`config.mk`:
```
export PLATFORM = sky130hd
export DESIGN_NAME = sprite_update_sched
export DESIGN_NICKNAME = d
export VERILOG_FILES = /design/src/rtl/sprite_pkg.sv /design/src/rtl/sprite_wr_fifo.sv /design/src/rtl/sprite_update_sched.sv
export SDC_FILE = /design/constraint.sdc
export NUM_CORES = 1
export LEC_CHECK = 0
export BUFFER_PORTS_ARGS = -buffer_cell sky130_fd_sc_hd__buf_4
export CORE_MARGIN = 1
export CORE_UTILIZATION = 25
export CTS_BUF_LIST = sky130_fd_sc_hd__clkbuf_2
export CTS_CLUSTER_DIAMETER = 60
export DETAILED_ROUTE_END_ITERATION = 10
export PLACE_DENSITY = 0.37
export SKIP_CTS_REPAIR_TIMING = 1
export SLEW_MARGIN = 5
export SYNTH_ARGS = -nofsm -noshare
export SYNTH_HDL_FRONTEND = slang
export SYNTH_SLANG_ARGS = --single-unit
```
`constraint.sdc`:
```
create_clock -name clk -period 9.7 [get_ports clk]
set_clock_uncertainty 0.15 [all_clocks]
set_input_delay 1.455 -clock clk [delete_from_list [all_inputs] [get_ports clk]]
set_output_delay 1.455 -clock clk [all_outputs]
set_load 0.03 [all_outputs]
```
`src/rtl/sprite_pkg.sv`:
```
// rtl/sprite_pkg.sv - shared constants and types for the sprite register-update scheduler
package sprite_pkg;

  localparam logic [5:0] SPR_ADDR_X      = 6'h04;
  localparam logic [5:0] SPR_ADDR_Y      = 6'h06;
  localparam logic [5:0] SPR_ADDR_CTRL   = 6'h08;
  localparam logic [5:0] SPR_ADDR_BITMAP = 6'h10;

  typedef enum logic {S_IDLE, S_DRAIN} sched_state_t;

endpackage

```
`src/rtl/sprite_wr_fifo.sv`:
```
// rtl/sprite_wr_fifo.sv - synchronous FIFO holding buffered {addr,data} register writes
module sprite_wr_fifo #(
  parameter int DEPTH = 8,
  parameter int W     = 22
) (
  input  logic                   clk,
  input  logic                   rst,
  input  logic                   i_push,
  input  logic                   i_pop,
  input  logic [W-1:0]           i_wdata,
  output logic [W-1:0]           o_rdata,
  output logic [$clog2(DEPTH):0] o_level,
  output logic                   o_full,
  output logic                   o_empty
);

  localparam int PW = $clog2(DEPTH);

  logic [W-1:0]  r_mem [DEPTH];
  logic [PW-1:0] r_wr_ptr;
  logic [PW-1:0] r_rd_ptr;
  logic [PW:0]   r_level;
  logic          w_wr;
  logic          w_rd;

  assign w_rd = i_pop && !o_empty;
  // A push into a full FIFO is only safe when the head leaves in the same cycle.
  assign w_wr = i_push && (!o_full || w_rd);

  always_ff @(posedge clk or posedge rst) begin
    if (rst) begin
      for (int i = 0; i < DEPTH; i++) r_mem[i] <= '0;
      r_wr_ptr <= '0;
      r_rd_ptr <= '0;
      r_level  <= '0;
    end else begin
      if (w_wr) begin
        r_mem[r_wr_ptr] <= i_wdata;
        r_wr_ptr        <= r_wr_ptr + PW'(1);
      end
      if (w_rd) r_rd_ptr <= r_rd_ptr + PW'(1);
      r_level <= r_level + (PW+1)'(w_wr) - (PW+1)'(w_rd);
    end
  end

  assign o_rdata = r_mem[r_rd_ptr];
  assign o_level = r_level;
  assign o_full  = (r_level == (PW+1)'(DEPTH));
  assign o_empty = (r_level == '0);

endmodule

```
`src/rtl/sprite_update_sched.sv`:
```
// rtl/sprite_update_sched.sv - buffers CPU register writes and replays committed batches during vblank
module sprite_update_sched
  import sprite_pkg::*;
#(
  parameter int DEPTH = 8,
  parameter int AW    = 6,
  parameter int DW    = 16
) (
  input  logic                   clk,
  input  logic                   rst,
  input  logic                   req_valid,
  output logic                   req_ready,
  input  logic [AW-1:0]          req_addr,
  input  logic [DW-1:0]          req_data,
  input  logic                   commit,
  input  logic                   vblank,
  output logic                   eng_we,
  output logic [AW-1:0]          eng_addr,
  output logic [DW-1:0]          eng_data,
  input  logic                   eng_ready,
  output logic [$clog2(DEPTH):0] level,
  output logic [$clog2(DEPTH):0] pending,
  output logic                   late,
  input  logic                   late_clr,
  output logic                   done
);

  localparam int LW = $clog2(DEPTH) + 1;

  sched_state_t r_state;
  logic [LW-1:0] r_pending;
  logic          r_vblank_q;
  logic          r_late;
  logic          r_done;

  logic          w_full;
  logic          w_empty;
  logic          w_push;
  logic          w_pop;
  logic          w_rise;
  logic [AW+DW-1:0] w_head;
  logic [LW-1:0] w_level;
  logic [LW-1:0] w_level_next;
  logic [LW-1:0] w_pending_next;

  sprite_wr_fifo #(
    .DEPTH (DEPTH),
    .W     (AW + DW)
  ) u_fifo (
    .clk     (clk),
    .rst     (rst),
    .i_push  (w_push),
    .i_pop   (w_pop),
    .i_wdata ({req_addr, req_data}),
    .o_rdata (w_head),
    .o_level (w_level),
    .o_full  (w_full),
    .o_empty (w_empty)
  );

  assign req_ready = !w_full;
  assign w_push    = req_valid && !w_full;
  // Writes stop in the very cycle vblank falls, so nothing lands mid-frame.
  assign eng_we    = (r_state == S_DRAIN) && vblank && (r_pending != '0) && !w_empty;
  assign w_pop     = eng_we && eng_ready;
  assign w_rise    = vblank && !r_vblank_q;

  assign w_level_next   = w_level + LW'(w_push) - LW'(w_pop);
  assign w_pending_next = commit ? w_level_next : (r_pending - LW'(w_pop));

  always_ff @(posedge clk or posedge rst) begin
    if (rst) begin
      r_state    <= S_IDLE;
      r_pending  <= '0;
      r_vblank_q <= 1'b0;
      r_late     <= 1'b0;
      r_done     <= 1'b0;
    end else begin
      r_vblank_q <= vblank;
      r_pending  <= w_pending_next;
      r_done     <= (r_state == S_DRAIN) && w_pop && (w_pending_next == '0);
      if (late_clr) r_late <= 1'b0;
      case (r_state)
        S_IDLE: begin
          if (w_rise && (r_pending != '0)) r_state <= S_DRAIN;
        end
        S_DRAIN: begin
          if (!vblank) begin
            r_state <= S_IDLE;
            if (r_pending != '0) r_late <= 1'b1;
          end else if (w_pending_next == '0) begin
            r_state <= S_IDLE;
          end
        end
        default: r_state <= S_IDLE;
      endcase
    end
  end

  assign {eng_addr, eng_data} = w_head;
  assign level   = w_level;
  assign pending = r_pending;
  assign late    = r_late;
  assign done    = r_done;

endmodule

```
==> results_dict.tcl <==
set metrics [dict create \
    cp-start-kind "flip-flop" \
    core-area_um2 35500 \
    power_frac_comb_pct 47.8 \
    seq_power_share_pct 41.1 \
    io_buffers 62 \
    numCtsBuffers 17 \
    area_delta_synth_final_pct 13.2 \
    synth_common_cells "dfrtp_1, mux2_2, mux4_2, mux2_1, inv_1" \
    tightest_slew_ns 0.969 \
    num_vias 4938 \
    wl_mm 21.5 \
    max-vdd-ir-drop_v 0.000207 \
    hold_viol_final 0 \
    status "completed" \
    synth_area_leader_cell "dfrtp_1" \
    synth.yosys.seq_area_share_pct 54.0 \
    placed_area_um2 9950 \
    routedWlPerCell_um 19.6 \
    ys_ff_latch 194 \
    die_y_um 192 \
    grt_pass1_vias 5559 \
    io_pins 63 \
    grt_max_degree 71 \
    final_nets 662 \
    cts_root_buffer "clkbuf_2" \
    yosys_most_used_dff "dfrtp_1" \
    start_util_pct 25.4 \
    drtPass1Iterations 7 \
    grtUsageTotal_pct 12.6 \
    grt_pass1_wl_mm 33.8 \
    drive_gt1_share_pct 53.7 \
    drc 0 \
    setup_tns_ns 0 \
    maxSlewHeadroom_pct 35.0 \
    switching_power_uw 1400 \
    crit_fanout 25 \
    dieArea_um2 36700 \
    clk_latency_ns 0.80 \
    dp_hpwl_mm 13.1 \
    p_sw_share_pct 38.1 \
    stdcell_area_um2 10200 \
    timing.final.crit_period_ns 4.98 \
    num-fill-cells 3579 \
    drt-initial-drc-count 165 \
    dp_cells 1060 \
    routed_via_density 4.52 \
    synth_area_um2 9000 \
    rsz0062_at_grt "false" \
    rows 69 \
    cts_sinks 194 \
    synthCells 560 \
    antenna_found_initial 1 \
    p_int_uw 2280 \
    h-tree-depth 4 \
    synth_enable_flop_cells 0 \
    powerDensity_nw_per_um2 361 \
    maxCapViolCount 0 \
    post_synth.cell_area_avg_um2 16.1 \
    finalSetupViolCount 0 \
    fin_cells 1093 \
    slowest_delay_ns 0.96 \
    gp_congestion 0.687 \
    crit_slowest_cell "dfrtp_2" \
    die_w_um 192 \
    synthTopCellsByArea "dfrtp_1, mux2_2, mux4_2" \
    syn_nets 604 \
    cts_tree "built" \
    cts.clk_slew.worst_paths_ns 0.27 \
    required_ns 8.10 \
    finalCritPeriodShare_pct 51.3 \
    path_common_cell "buf_4" \
    ys_warn_count 0 \
    ant_nets 0 \
    synth-async-reset-ratio_pct 100 \
    drv_slew 0 \
    p_leak_uw 0.00432 \
    yosysUniqueCellTypes 45 \
    power_uw 3680 \
    hold_class "reg2reg" \
    crit_chain "buf_4 > mux4_2 > mux2_2 > buf_4" \
    overflow 0 \
    critPathTopFamily "flip-flops" \
    path_class "reg2out" \
    crit_buf_inv 2 \
    final_util_pct 28.7 \
    arrival_ns 3.37 \
    power_frac_clock_pct 11.2 \
    clk_path_buf_depth 2 \
    synth_top_area_share_pct 54.0 \
    endpoint_kind "output pin" \
    max_freq_mhz 201 \
    synth.most_common_cell "dfrtp_1" \
]
metal layers:
| layer | wire length, um | vias to the layer above | GRT usage, % | part of all wire [%] |
|---|---|---|---|---|
| met3 | 488 | 10 | 2.59 | 2.3 |
| met4 | 220 | 0 | 3.21 | 1.0 |
| li1 | - | 2191 | - | - |
| met2 | 11200 | 51 | 22.3 | 52 |
| met1 | 9590 | 2686 | 15.4 | 45 |
| met5 | 0 | - | 0 | 0 |
cell type report:
class | instances | area, um2 | area share [%]
Antenna cell | 2 | 5.00 | 0.0491
Clock buffer | 18 | 90.1 | 0.884
Clock inverter | 13 | 140 | 1.38
Inverter | 17 | 68.8 | 0.676
Multi-Input combinational cell | 316 | 3910 | 38.4
Sequential cell | 194 | 4860 | 47.7
Tap cell | 461 | 577 | 5.66
Timing Repair Buffer | 72 | 541 | 5.31
layout by cell type (no fill, tap or decap), types with 4 or more instances in the layout:
master and instances:
buf_4 72, clkbuf_2 18, dfrtp_1 191, ha_1 13
inv_1 15, inv_6 5, mux2_1 25, mux2_2 173
mux4_2 44, nand2_1 8, xnor2_1 4, xor2_1 4
final timing paths:
| check | startpoint | end | slack (ns) | depth (start not counted) |
|---|---|---|---|---|
| max | u_fifo.r_rd_ptr[1]$_DFFE_PP0N_ | eng_data[6] | 4.72 | 4 |
| min | u_fifo.r_mem[164]$_DFFE_PP0P_ | u_fifo.r_mem[164]$_DFFE_PP0P_ | 0.38 | 1 |
| max reg2reg | pending[3]$_DFF_PP0_ | r_state$_DFF_PP0_ | 6.45 | 12 |
| min reg2reg | u_fifo.r_mem[164]$_DFFE_PP0P_ | u_fifo.r_mem[164]$_DFFE_PP0P_ | 0.38 | 1 |
| max in group asynchronous | rst | u_fifo.r_mem[96]$_DFFE_PP0P_ | 6.68 | 4 |
| min in group asynchronous | rst | pending[2]$_DFF_PP0_ | 0.52 | 2 |
logic make-up after synthesis:
group,Yosys count,synth area share [%]
muxes,245,36.2
DFF,194,54.0
and+or+nand+nor,38,3.25
adders and majority gates,15,2.25
AOI/OAI and AO/OA,10,0.696
buffers and inverters,50,2.87
xor gates and xnor gates,8,0.779
through the flow:
| step | worst slack [ns] | hold WS, ns |
|---|---|---|
| floorplan | 2.81 | 0.302 |
| finish | 4.72 | 0.376 |
| CTS | 4.51 | 0.384 |
| global route | 4.44 | 0.398 |
| detailed placement | 5.50 | 0.324 |
| global placement | 5.54 | 0.315 |
flip-flops by register name, summed over array words and instances, names as in the netlist:
signal           cells
u_fifo.r_mem       176
pending              4
u_fifo.o_level       4
u_fifo.r_rd_ptr      3
u_fifo.r_wr_ptr      3
done                 1
late                 1
r_state              1
r_vblank_q           1
worst register-to-register path, delay by kind of cell, from the launching register on:
kind                     cells  cell delay, ns
flip-flops                   1            0.48
adder cells (fa/ha/maj)      3            0.89
AND/OR/NAND/NOR              4            1.15
AO/OA/AOI/OAI                3            0.41
buffers and inverters        2            0.11
power groups by stage:
stage	sequential [uW]	clock, uW	combinational (uW)
2_1_floorplan	1400	0	1380
3_3_place_gp	1520	0	1770
3_5_place_dp	1550	0	1800
4_1_cts	1520	443	1810
5_1_grt	1580	477	1900
6_report	1510	411	1760
(Power assumes the default switching activity.)
